**src/rtl/prim_clock_gate_ctrl_if.sv**
```systemverilog
// Control/status bundle between a clock-gate controller and its peripheral/software side.
interface prim_clock_gate_ctrl_if #(
    parameter int unsigned CntW = 16
);
    logic            gate_allow_i;
    logic            idle_i;
    logic            wake_req_i;
    logic            clr_cnt_i;
    logic            en_o;
    logic            gated_o;
    logic            wake_ack_o;
    logic [CntW-1:0] gate_event_cnt_o;

    modport master (
        output gate_allow_i, idle_i, wake_req_i, clr_cnt_i,
        input  en_o, gated_o, wake_ack_o, gate_event_cnt_o
    );

    modport slave (
        input  gate_allow_i, idle_i, wake_req_i, clr_cnt_i,
        output en_o, gated_o, wake_ack_o, gate_event_cnt_o
    );
endinterface

```
**src/rtl/prim_clock_gate_ctrl.sv**
```systemverilog
// Idle-driven enable generator for a clock-gate cell: idle hysteresis, wake handshake,
// gated status and a saturating count of gating events. All outputs come straight from flops.
module prim_clock_gate_ctrl #(
    parameter int unsigned IdleCycles = 16,
    parameter int unsigned WakeCycles = 2,
    parameter int unsigned CntW       = 16
) (
    input  logic                  clk_i,
    input  logic                  rst_ni,
    prim_clock_gate_ctrl_if.slave bus
);
    localparam int unsigned IdleW = (IdleCycles > 1) ? $clog2(IdleCycles) : 1;
    localparam int unsigned WakeW = (WakeCycles > 1) ? $clog2(WakeCycles) : 1;

    if (IdleCycles == 0 || WakeCycles == 0 || CntW == 0) begin : g_param_err
        $error("prim_clock_gate_ctrl: IdleCycles, WakeCycles and CntW must be >= 1");
    end

    typedef enum logic [1:0] {
        ST_RUN   = 2'd0,
        ST_COUNT = 2'd1,
        ST_GATED = 2'd2,
        ST_WAKE  = 2'd3
    } state_e;

    state_e            state_q, state_d;
    logic [IdleW-1:0]  idle_cnt_q, idle_cnt_d;
    logic [WakeW-1:0]  wake_cnt_q, wake_cnt_d;
    logic [CntW-1:0]   evt_cnt_q, evt_cnt_d;
    logic              en_q, en_d;
    logic              gated_q, gated_d;
    logic              ack_q, ack_d;
    logic              hold;

    assign hold = bus.gate_allow_i & bus.idle_i & ~bus.wake_req_i;

    // State and output registers; reset re-enables the clock immediately.
    always_ff @(posedge clk_i or negedge rst_ni) begin
        if (!rst_ni) begin
            state_q    <= ST_RUN;
            idle_cnt_q <= '0;
            wake_cnt_q <= '0;
            evt_cnt_q  <= '0;
            en_q       <= 1'b1;
            gated_q    <= 1'b0;
            ack_q      <= 1'b0;
        end else begin
            state_q    <= state_d;
            idle_cnt_q <= idle_cnt_d;
            wake_cnt_q <= wake_cnt_d;
            evt_cnt_q  <= evt_cnt_d;
            en_q       <= en_d;
            gated_q    <= gated_d;
            ack_q      <= ack_d;
        end
    end

    // Next-state and next-output logic.
    always_comb begin
        state_d    = state_q;
        idle_cnt_d = idle_cnt_q;
        wake_cnt_d = wake_cnt_q;
        evt_cnt_d  = evt_cnt_q;
        en_d       = en_q;
        gated_d    = gated_q;
        ack_d      = 1'b0;

        unique case (state_q)
            ST_RUN: begin
                if (hold) begin
                    state_d    = ST_COUNT;
                    idle_cnt_d = IdleW'(IdleCycles - 1);
                end
            end
            ST_COUNT: begin
                // A break in hold wins over an expiring count.
                if (!hold) begin
                    state_d = ST_RUN;
                end else if (idle_cnt_q == '0) begin
                    state_d   = ST_GATED;
                    en_d      = 1'b0;
                    gated_d   = 1'b1;
                    evt_cnt_d = (&evt_cnt_q) ? evt_cnt_q : evt_cnt_q + CntW'(1);
                end else begin
                    idle_cnt_d = idle_cnt_q - IdleW'(1);
                end
            end
            ST_GATED: begin
                if (!hold) begin
                    state_d    = ST_WAKE;
                    en_d       = 1'b1;
                    gated_d    = 1'b0;
                    ack_d      = 1'b1;
                    wake_cnt_d = WakeW'(WakeCycles - 1);
                end
            end
            ST_WAKE: begin
                if (wake_cnt_q == '0) begin
                    state_d = ST_RUN;
                end else begin
                    wake_cnt_d = wake_cnt_q - WakeW'(1);
                end
            end
            default: state_d = ST_RUN;
        endcase

        if (bus.clr_cnt_i) begin
            evt_cnt_d = '0;
        end
    end

    assign bus.en_o             = en_q;
    assign bus.gated_o          = gated_q;
    assign bus.wake_ack_o       = ack_q;
    assign bus.gate_event_cnt_o = evt_cnt_q;
endmodule

```
**src/flat_wrapper.sv**
```systemverilog
// flat-port wrapper written by rule: the top's interface ports become plain ports
module prim_clock_gate_ctrl_flat 
#(
    parameter int unsigned IdleCycles = 16,
    parameter int unsigned WakeCycles = 2,
    parameter int unsigned CntW       = 16
)
  (clk_i, rst_ni, bus_gate_allow_i, bus_idle_i, bus_wake_req_i, bus_clr_cnt_i, bus_en_o, bus_gated_o, bus_wake_ack_o, bus_gate_event_cnt_o);
  prim_clock_gate_ctrl_if #(.CntW(CntW)) bus_i ();
  input  logic clk_i;
  input  logic rst_ni;
  input wire logic [$bits(bus_i.gate_allow_i)-1:0] bus_gate_allow_i;
  input wire logic [$bits(bus_i.idle_i)-1:0] bus_idle_i;
  input wire logic [$bits(bus_i.wake_req_i)-1:0] bus_wake_req_i;
  input wire logic [$bits(bus_i.clr_cnt_i)-1:0] bus_clr_cnt_i;
  output wire logic [$bits(bus_i.en_o)-1:0] bus_en_o;
  output wire logic [$bits(bus_i.gated_o)-1:0] bus_gated_o;
  output wire logic [$bits(bus_i.wake_ack_o)-1:0] bus_wake_ack_o;
  output wire logic [$bits(bus_i.gate_event_cnt_o)-1:0] bus_gate_event_cnt_o;
  assign bus_i.gate_allow_i = bus_gate_allow_i;
  assign bus_i.idle_i = bus_idle_i;
  assign bus_i.wake_req_i = bus_wake_req_i;
  assign bus_i.clr_cnt_i = bus_clr_cnt_i;
  assign bus_en_o = bus_i.en_o;
  assign bus_gated_o = bus_i.gated_o;
  assign bus_wake_ack_o = bus_i.wake_ack_o;
  assign bus_gate_event_cnt_o = bus_i.gate_event_cnt_o;
  prim_clock_gate_ctrl #(.IdleCycles(IdleCycles), .WakeCycles(WakeCycles), .CntW(CntW)) u_core (.clk_i(clk_i), .rst_ni(rst_ni), .bus(bus_i));
endmodule
```
**config.mk**
```make
export PLATFORM = sky130hd
export DESIGN_NAME = prim_clock_gate_ctrl_flat
export DESIGN_NICKNAME = d
export VERILOG_FILES = /design/src/rtl/prim_clock_gate_ctrl_if.sv /design/src/rtl/prim_clock_gate_ctrl.sv /design/src/flat_wrapper.sv
export SDC_FILE = /design/constraint.sdc
export NUM_CORES = 1
export LEC_CHECK = 0
export ABC_AREA = 1
export CORE_MARGIN = 4
export CORE_UTILIZATION = 40
export DETAILED_ROUTE_END_ITERATION = 7
export HOLD_SLACK_MARGIN = 0.06
export PLACE_DENSITY = 0.61
export SYNTH_ARGS = -nofsm -noshare
export SYNTH_HDL_FRONTEND = slang
export SYNTH_SLANG_ARGS = --single-unit
```
**constraint.sdc**
```tcl
create_clock -name clk_i -period 4.65 [get_ports clk_i]
set_clock_uncertainty 0.2 [all_clocks]
set_input_delay 0.93 -clock clk_i [delete_from_list [all_inputs] [get_ports clk_i]]
set_output_delay 0.93 -clock clk_i [all_outputs]
set_load 0.05 [all_outputs]
```
# After elaboration in Yosys (flattened, before gate mapping)
# Index checks and enable logic that the tools add are counted.
# totals
ff_bits	26
wordCells	65
output_inout_bits	19
# classes
bitwise	3
n_eq_ne	11
n_addsub	3
n_reduce_logical	14
muxes	27
# op_table
cell	count
16-bit two-way mux	5
16-bit by 1-bit adder with 16-bit output (second input constant)	1
16-bit AND reduction	1
4-bit AND reduction	4
4-bit two-way mux	3
2-bit nonzero test	6
2-bit two-way mux	5
1-bit two-way mux	9
2-bit inequality test (second input constant)	4
2-bit case mux with 4 select lines	1
4-bit case mux with 2 select lines	1
2-bit by 1-bit inequality test with 1-bit output (second input constant)	3
1-bit case mux with 2 select lines	3
2-bit == test (second input constant)	2
4-bit zero test	1
4-bit by 1-bit subtractor with 4-bit output (second input constant)	1
3-bit inequality test (second input constant)	1
1-bit bitwise AND	2
2-bit by 1-bit == test with 1-bit output (second input constant)	1
2-bit zero test	1
2-bit AND reduction	1
1-bit inverter	1
1-bit subtractor (second input constant)	1

# Depth between registers and ports, before layout
# Gate-level depths: netlist of run 1.
# logic_depth
depth_word	6
depth_mapped	10

# Worst setup path after synthesis of run 1
# OpenSTA, ideal clock, no wires.
# synth_timing
path_kind	input to register
from	input bus_wake_req_i
to	register u_core.evt_cnt_q[12] (netlist: u_core.bus.gate_event_cnt_o[12])
path_stages	8
t_required_ns	4.331
setup_slack_ns	2.456
setup_time_ns	0.119
arrival_time_ns	1.875
n_path_buf	1
path_cell_list	nand3b_4 nor2_1 nand2_2 nor2_4 nor2_8 buf_6 nand2_1 nand2_1
# synth_via
elab_chain_len	4
# synth_lines
element	line	text
from (decl)	flat_wrapper.sv:14	input wire logic [$bits(bus_i.wake_req_i)-1:0] bus_wake_req_i;
1-bit inverter	prim_clock_gate_ctrl.sv:35	assign hold = bus.gate_allow_i & bus.idle_i & ~bus.wake_req_i;
1-bit bitwise AND	prim_clock_gate_ctrl.sv:35	
2-bit nonzero test (no source line)	-	
4-bit AND reduction (no source line)	-	
to (signal assigned)	prim_clock_gate_ctrl.sv:51	evt_cnt_q <= evt_cnt_d;
to (decl)	prim_clock_gate_ctrl.sv:29	logic [CntW-1:0] evt_cnt_q, evt_cnt_d;
# Every way passes these cells.
# A chain may end at the register's enable or synchronous reset.

# Worst setup path in the final report of run 1
# layout_timing
from	register u_core.en_q (netlist: u_core.bus.en_o)
to	output bus_en_o
# layout_lines
element	line	text
from (decl)	prim_clock_gate_ctrl.sv:30	logic en_q, en_d;
from (signal assigned)	prim_clock_gate_ctrl.sv:52	en_q <= en_d;
to (decl)	flat_wrapper.sv:16	output wire logic [$bits(bus_i.en_o)-1:0] bus_en_o;
# No word-level cell between the ends.

==> results of run 1 <==
## final cells by class
cell class | count | area [um2]
clock buffers | 4 | 45.0
well taps | 48 | 60.1
fillers | 376 | 1810
repair buffers | 25 | 248
multi-input cells | 155 | 771
inverters | 20 | 75.1
flip-flops and latches | 26 | 652
## cell usage in the layout, fill, tap and decap left out
master,Yosys,layout
nand3b_4,1,1
nor2_1,21,21
clkbuf_8,0,3
o21ai_0,13,13
or2_2,3,3
nand2_2,2,2
inv_2,1,1
nor2_2,1,1
a32oi_1,1,1
dfstp_2,1,1
nor2_4,2,2
xor2_1,4,4
nand4_1,16,16
nand3_1,13,13
clkdlybuf4s50_1,0,24
inv_1,19,19
nor2_8,1,1
ha_1,2,2
dfrtp_1,25,25
buf_4,0,1
o21bai_1,3,3
nand2_1,72,72
clkbuf_1,1,1
## state kept, by name (all words and copies together) (netlist names), named ones only
register / flops
u_core.bus.gate_event_cnt_o: 16
u_core.state_q: 1
u_core.idle_cnt_q: 4
u_core.bus.en_o: 1
u_core.wake_cnt_q: 1
u_core.bus.wake_ack_o: 1
u_core.bus.gated_o: 1
## report_power, final
part | switching [mW] | internal, mW
clock network | 0.0711 | 0.0613
logic | 0.0409 | 0.0231
registers | 0.00942 | 0.242
## logic make-up (layout without fill, tap and decap cells)
group | count (synthesis) | count (layout) | share of synthesized area (%)
buf+inv | 23 | 49 | 6.65
flops | 26 | 26 | 42.8
simple gates | 132 | 132 | 40.3
fa+ha+maj | 2 | 2 | 1.64
compound gates | 17 | 17 | 6.32
xor+xnor | 4 | 4 | 2.30
## worst max-delay path by stage
stage,slack (ns),end
6_report,1.92,bus_en_o
5_1_grt,1.84,bus_gate_event_cnt_o[3]
4_1_cts,1.90,bus_en_o
3_5_place_dp,1.80,u_core.bus.gate_event_cnt_o[11]
3_3_place_gp,1.83,u_core.bus.gate_event_cnt_o[7]
2_1_floorplan,2.46,u_core.bus.gate_event_cnt_o[12]
## routing by layer
layer | GRT usage (%) | routed length [um] | part of all wire [%] | vias to the layer above
li1 | - | - | - | 715
met1 | 18.3 | 1490 | 45 | 618
met2 | 25.7 | 1660 | 50 | 20
met3 | 4.35 | 138 | 4.2 | 4
met4 | 2.98 | 29 | 0.88 | 0
met5 | 0 | 0 | 0 | -
## tightest hold or removal path, stage by stage, from the launching register on
cell     delay (ns)
dfstp_2        0.38
nand2_1        0.06
nand2_1        0.05
## through the flow
step,total power [mW],hold WS (ns),util (%),std cells
2_1_floorplan,0.298,0.262,-,204
3_3_place_gp,0.319,0.277,49.3,274
3_5_place_dp,0.320,0.280,49.3,274
4_1_cts,0.456,0.296,50.5,278
5_1_grt,0.477,0.320,50.5,278
6_report,0.447,0.286,50.5,278
==> key figures, run 1 <==
Die
  • Core area: 3660 um2
  • Io pins: 25
  • Row count: 22
  • Die W: 69.7 um
  • Initial Utilization: 41.6%
  • Die H: 69.7 um
  • Die area: 4860 um2

STA
  • Final critical-path share of the clock period: 58.8%
  • Hold Fails Final Rpt: 0
  • Min Tclk post-route: 2.73 ns
  • TNS Setup: 0 ns
  • Worst slew pin tran: 0.593 ns
  • Setup violations, final: 0
  • Top achievable clock speed: 366 MHz
  • Final WS setup: 1.92 ns
  • Slew Limit Fails: 0
  • Relative slew slack: 60.1%
  • Setup repair after global routing missed its margin: no

Yosys
  • Synth Instances: 204
  • Post-Syn Nets: 212
  • Most common cell in the synthesized netlist: nand2_1
  • Post-synth top area share: 41.1%
  • Sequential area share after synthesis: 42.8%
  • Yosys warning count: 0
  • Syn_area_per_cell: 7.47 um2
  • Synth cell count leaders: nand2_1 (72), dfrtp_1 (25), nor2_1 (21)
  • Largest area contributor in the netlist: dfrtp_1
  • Seq cells post-synth: 26
  • Synth async-reset ratio: 100%
  • Synth Flop Type: dfrtp_1
  • Ranking of synthesized cells by area: dfrtp_1 (41%), nand2_1 (18%), nand4_1 (6.6%)
  • EDFF count, synth: 0
  • Yosys cell types: 21
  • Synth Cell Area: 1520 um2

Clock tree
  • Post-CTS sizing: 0
  • CTS Sinks: 26
  • Worst-Skew Late Latency: 0.27 ns
  • Clock Pin Slew Worst Setup and Hold Paths: 0.09 ns
  • Root Buffer: clkbuf_8
  • Maximum root-to-sink buffer count: 2
  • TritonCTS clock tree: built
  • Post-CTS setup buffers: 0
  • Cts bufs inserted: 3
  • Hold_buf cts: 0
  • Maximum level of the CTS H-tree: 1

Placement
  • # port buffers: 24
  • Final HPWL DP: 2460 um
  • DP Worst Slack: 1.80 ns
  • GPL Wtd Cong: 0.841
  • Dpl cell area: 1810 um2

Worst setup path
  • Critical path arrival: 1.60 ns
  • Startpoint Class: register
  • Setup CP Type: reg -> out
  • R2R depth: 9
  • Nature of the critical path endpoint: primary output
  • Max FO, Critical Path: 2
  • CP Buf/Inv Count: 1
  • Crit path cell chain: clkdlybuf4s50_1
  • Crit Reg-Reg Endpoint: u_core.bus.gate_event_cnt_o[7]
  • Reg2reg start: u_core.idle_cnt_q[0]
  • Levels on crit path: 1
  • Family with the most delay on the worst path: buffers and inverters
  • Worst R2R Setup Slack: 2.60 ns
  • Worst path required time: 3.52 ns
  • Setup crit start: u_core.bus.en_o
  • Slowest stage cell, crit path: clkdlybuf4s50_1
  • Max stage delay on crit path: 0.79 ns

Status
  • Status: completed

Global routing
  • Largest net degree at the start of global routing: 27
  • Initial antenna violation count: 0
  • First-pass GRT wire length: 6030 um
  • Vias in the first global route: 1352
  • GRT Total Usage: 14.8%
  • Total gr overflow: 0

Cells and area
  • Antenna Cells: 0
  • Post-route cell area: 1850 um2
  • Layout Nets: 239
  • Area delta synth->final: 21.4%
  • Share of cells above drive strength 1: 6.96%

Min path
  • Hold path start: u_core.bus.en_o
  • Hold WC Path Type: reg -> reg
  • WHS Endpoint: u_core.bus.en_o
  • Min-Delay Path Depth: 2

Drt
  • DRC Markers: 0
  • Remaining antenna violation count: 0
  • Via density: 4.88
  • Initial drt markers: 57
  • WL per Instance: 11.9 um
  • DR vias: 1357
  • DR pass1 iterations: 4
  • Final WL: 3310 um

Power
  • Maximum VDD drop: 0.000215 V
  • Static Leak: 0.888 nW
  • Pwr Density: 242 nW/um2

Run
  • Maxcap violations: 0
(Power assumes the default switching activity.)
==> run 2: changes to the inputs <==
clock period = 2.9 ns   (was 4.65 ns; I/O delays follow)
==> run 2 against run 1 <==
Against the previous run:
- cell area unchanged
- utilization did not move
- sequential power is 61% higher
- sequential cell count did not move
- critical path type unchanged
- largest cell class unchanged
==> key figures, run 2 (synthesis results as in run 1) <==
Power
  • Static Leak: 0.888 nW
  • Logic gate share of total power: 14.2%
  • Int Pwr: 523 uW
  • Switch share: 27.6%
  • Flop pwr share: 55.8%
  • Maximum VDD drop: 0.000302 V
  • Pwr Density: 391 nW/um2
  • Clock power frac: 30.0%
  • Sw Pwr: 200 uW

Placement
  • Dpl cell area: 1810 um2
  • # port buffers: 24
  • Inst Count DP: 274
  • GPL Wtd Cong: 0.836
  • Final HPWL DP: 2440 um
  • DP Worst Slack: 0.410 ns

STA
  • Top achievable clock speed: 418 MHz
  • Min Tclk post-route: 2.39 ns
  • Hold Fails Final Rpt: 0
  • TNS Setup: 0 ns
  • Final WS setup: 0.510 ns
  • Slew Limit Fails: 0
  • Setup repair after global routing missed its margin: no
  • Final critical-path share of the clock period: 82.4%
  • Relative slew slack: 61.3%
  • Worst slew pin tran: 0.575 ns
  • Hold Slack: 0.284 ns
  • Setup violations, final: 0

Cells and area
  • Most frequent cells in the layout: nand2_1 (72), dfrtp_1 (25), clkdlybuf4s50_1 (24)
  • Antenna Cells: 0
  • Share of cells above drive strength 1: 6.96%
  • Most common cell after layout, fill and taps aside: nand2_1
  • Post-route cell area: 1850 um2
  • Layout Nets: 239
  • Max reg flops: 16
  • Area delta synth->final: 21.4%
  • Non-Filler Instances: 278

Die
  • Io pins: 25
  • Die area: 4860 um2
  • Initial Utilization: 41.6%
  • Row count: 22
  • Core area: 3660 um2
  • Die W: 69.7 um
  • Die H: 69.7 um

Worst setup path
  • Family with the most delay on the worst path: buffers and inverters
  • Critical path arrival: 1.61 ns
  • Setup CP Type: reg -> out
  • Crit path cell chain: clkdlybuf4s50_1
  • Max stage delay on crit path: 0.85 ns
  • Setup crit start: u_core.bus.gate_event_cnt_o[7]
  • CP Buf/Inv Count: 1
  • Worst path required time: 2.12 ns
  • Reg2reg start: u_core.idle_cnt_q[0]
  • Nature of the critical path endpoint: primary output
  • Slowest stage cell, crit path: clkdlybuf4s50_1
  • Startpoint Class: register
  • Max FO, Critical Path: 7

Clock tree
  • Maximum root-to-sink buffer count: 2
  • Clock Pin Slew Worst Setup and Hold Paths: 0.10 ns
  • Maximum level of the CTS H-tree: 1
  • Worst-Skew Late Latency: 0.28 ns
  • Hold_buf cts: 0
  • CTS Sinks: 26
  • Post-CTS setup buffers: 0
  • Cts bufs inserted: 3
  • Post-CTS sizing: 0
  • TritonCTS clock tree: built
  • Root Buffer: clkbuf_8

Drt
  • WL per Instance: 12.2 um
  • Top layer in use: met4
  • Metal2 WL: 1670 um
  • DR vias: 1346
  • Via density: 4.84
  • DR pass1 iterations: 4
  • Detail Route met3 WL: 135 um
  • Remaining antenna violation count: 0
  • Met1 wire length: 1530 um
  • DRC Markers: 0
  • Final WL: 3380 um
  • Initial drt markers: 67

Global routing
  • GRT Total Usage: 14.8%
  • Initial antenna violation count: 0
  • First-pass GRT wire length: 5990 um
  • Vias in the first global route: 1318
  • Total gr overflow: 0
  • Largest net degree at the start of global routing: 27

Run
  • Maxcap violations: 0

Min path
  • Hold path start: u_core.bus.en_o
  • Hold WC Path Type: reg -> reg

Status
  • Status: completed
## run 2: worst paths after layout
kind                                              endpoint  slack [ns]  cells past startpoint
setup / recovery                   bus_gate_event_cnt_o[7]        0.51                      1
hold / removal                             u_core.bus.en_o        0.28                      2
setup reg to reg           u_core.bus.gate_event_cnt_o[15]        0.86                      9
hold reg to reg                            u_core.bus.en_o        0.28                      2
max in group asynchronous                  u_core.bus.en_o        1.72                      2
min in group asynchronous   u_core.bus.gate_event_cnt_o[2]        0.46                      2
## run 2: area by class of cell
cell class              instances  area [um2]
fillers                       363        1810
multi-input cells             155         771
flip-flops and latches         26         652
repair buffers                 25         248
inverters                      20        75.1
well taps                      48        60.1
clock buffers                   4        45.0
## run 2: routing by layer
layer | vias to the layer above | global-route usage, %
li1 | 711 | -
met1 | 606 | 18.2
met2 | 25 | 25.6
met3 | 4 | 3.91
met4 | 0 | 3.62
met5 | - | 0
## run 2: power groups by stage
stage	Combinational, mW	Sequential [mW]	Clock [mW]
2_1_floorplan	0.0591	0.418	0
3_3_place_gp	0.103	0.410	0
3_5_place_dp	0.104	0.410	0
4_1_cts	0.103	0.403	0.229
5_1_grt	0.117	0.407	0.243
6_report	0.103	0.403	0.217
## run 2: worst register-to-register path: stages, from the launching register on
cell and delay [ns]:
dfrtp_1 0.39, inv_1 0.08, ha_1 0.18, nand3_1 0.17
nor2_1 0.15, nand2_2 0.11, nor2_4 0.40, nor2_8 0.11
nand2_1 0.08, nand2_1 0.05
## run 2: stage by stage
stage	utilization [%]	power, mW
floorplan	-	0.477
global placement	49.3	0.513
detailed placement	49.3	0.514
CTS	50.5	0.736
global route	50.5	0.767
finish	50.5	0.723
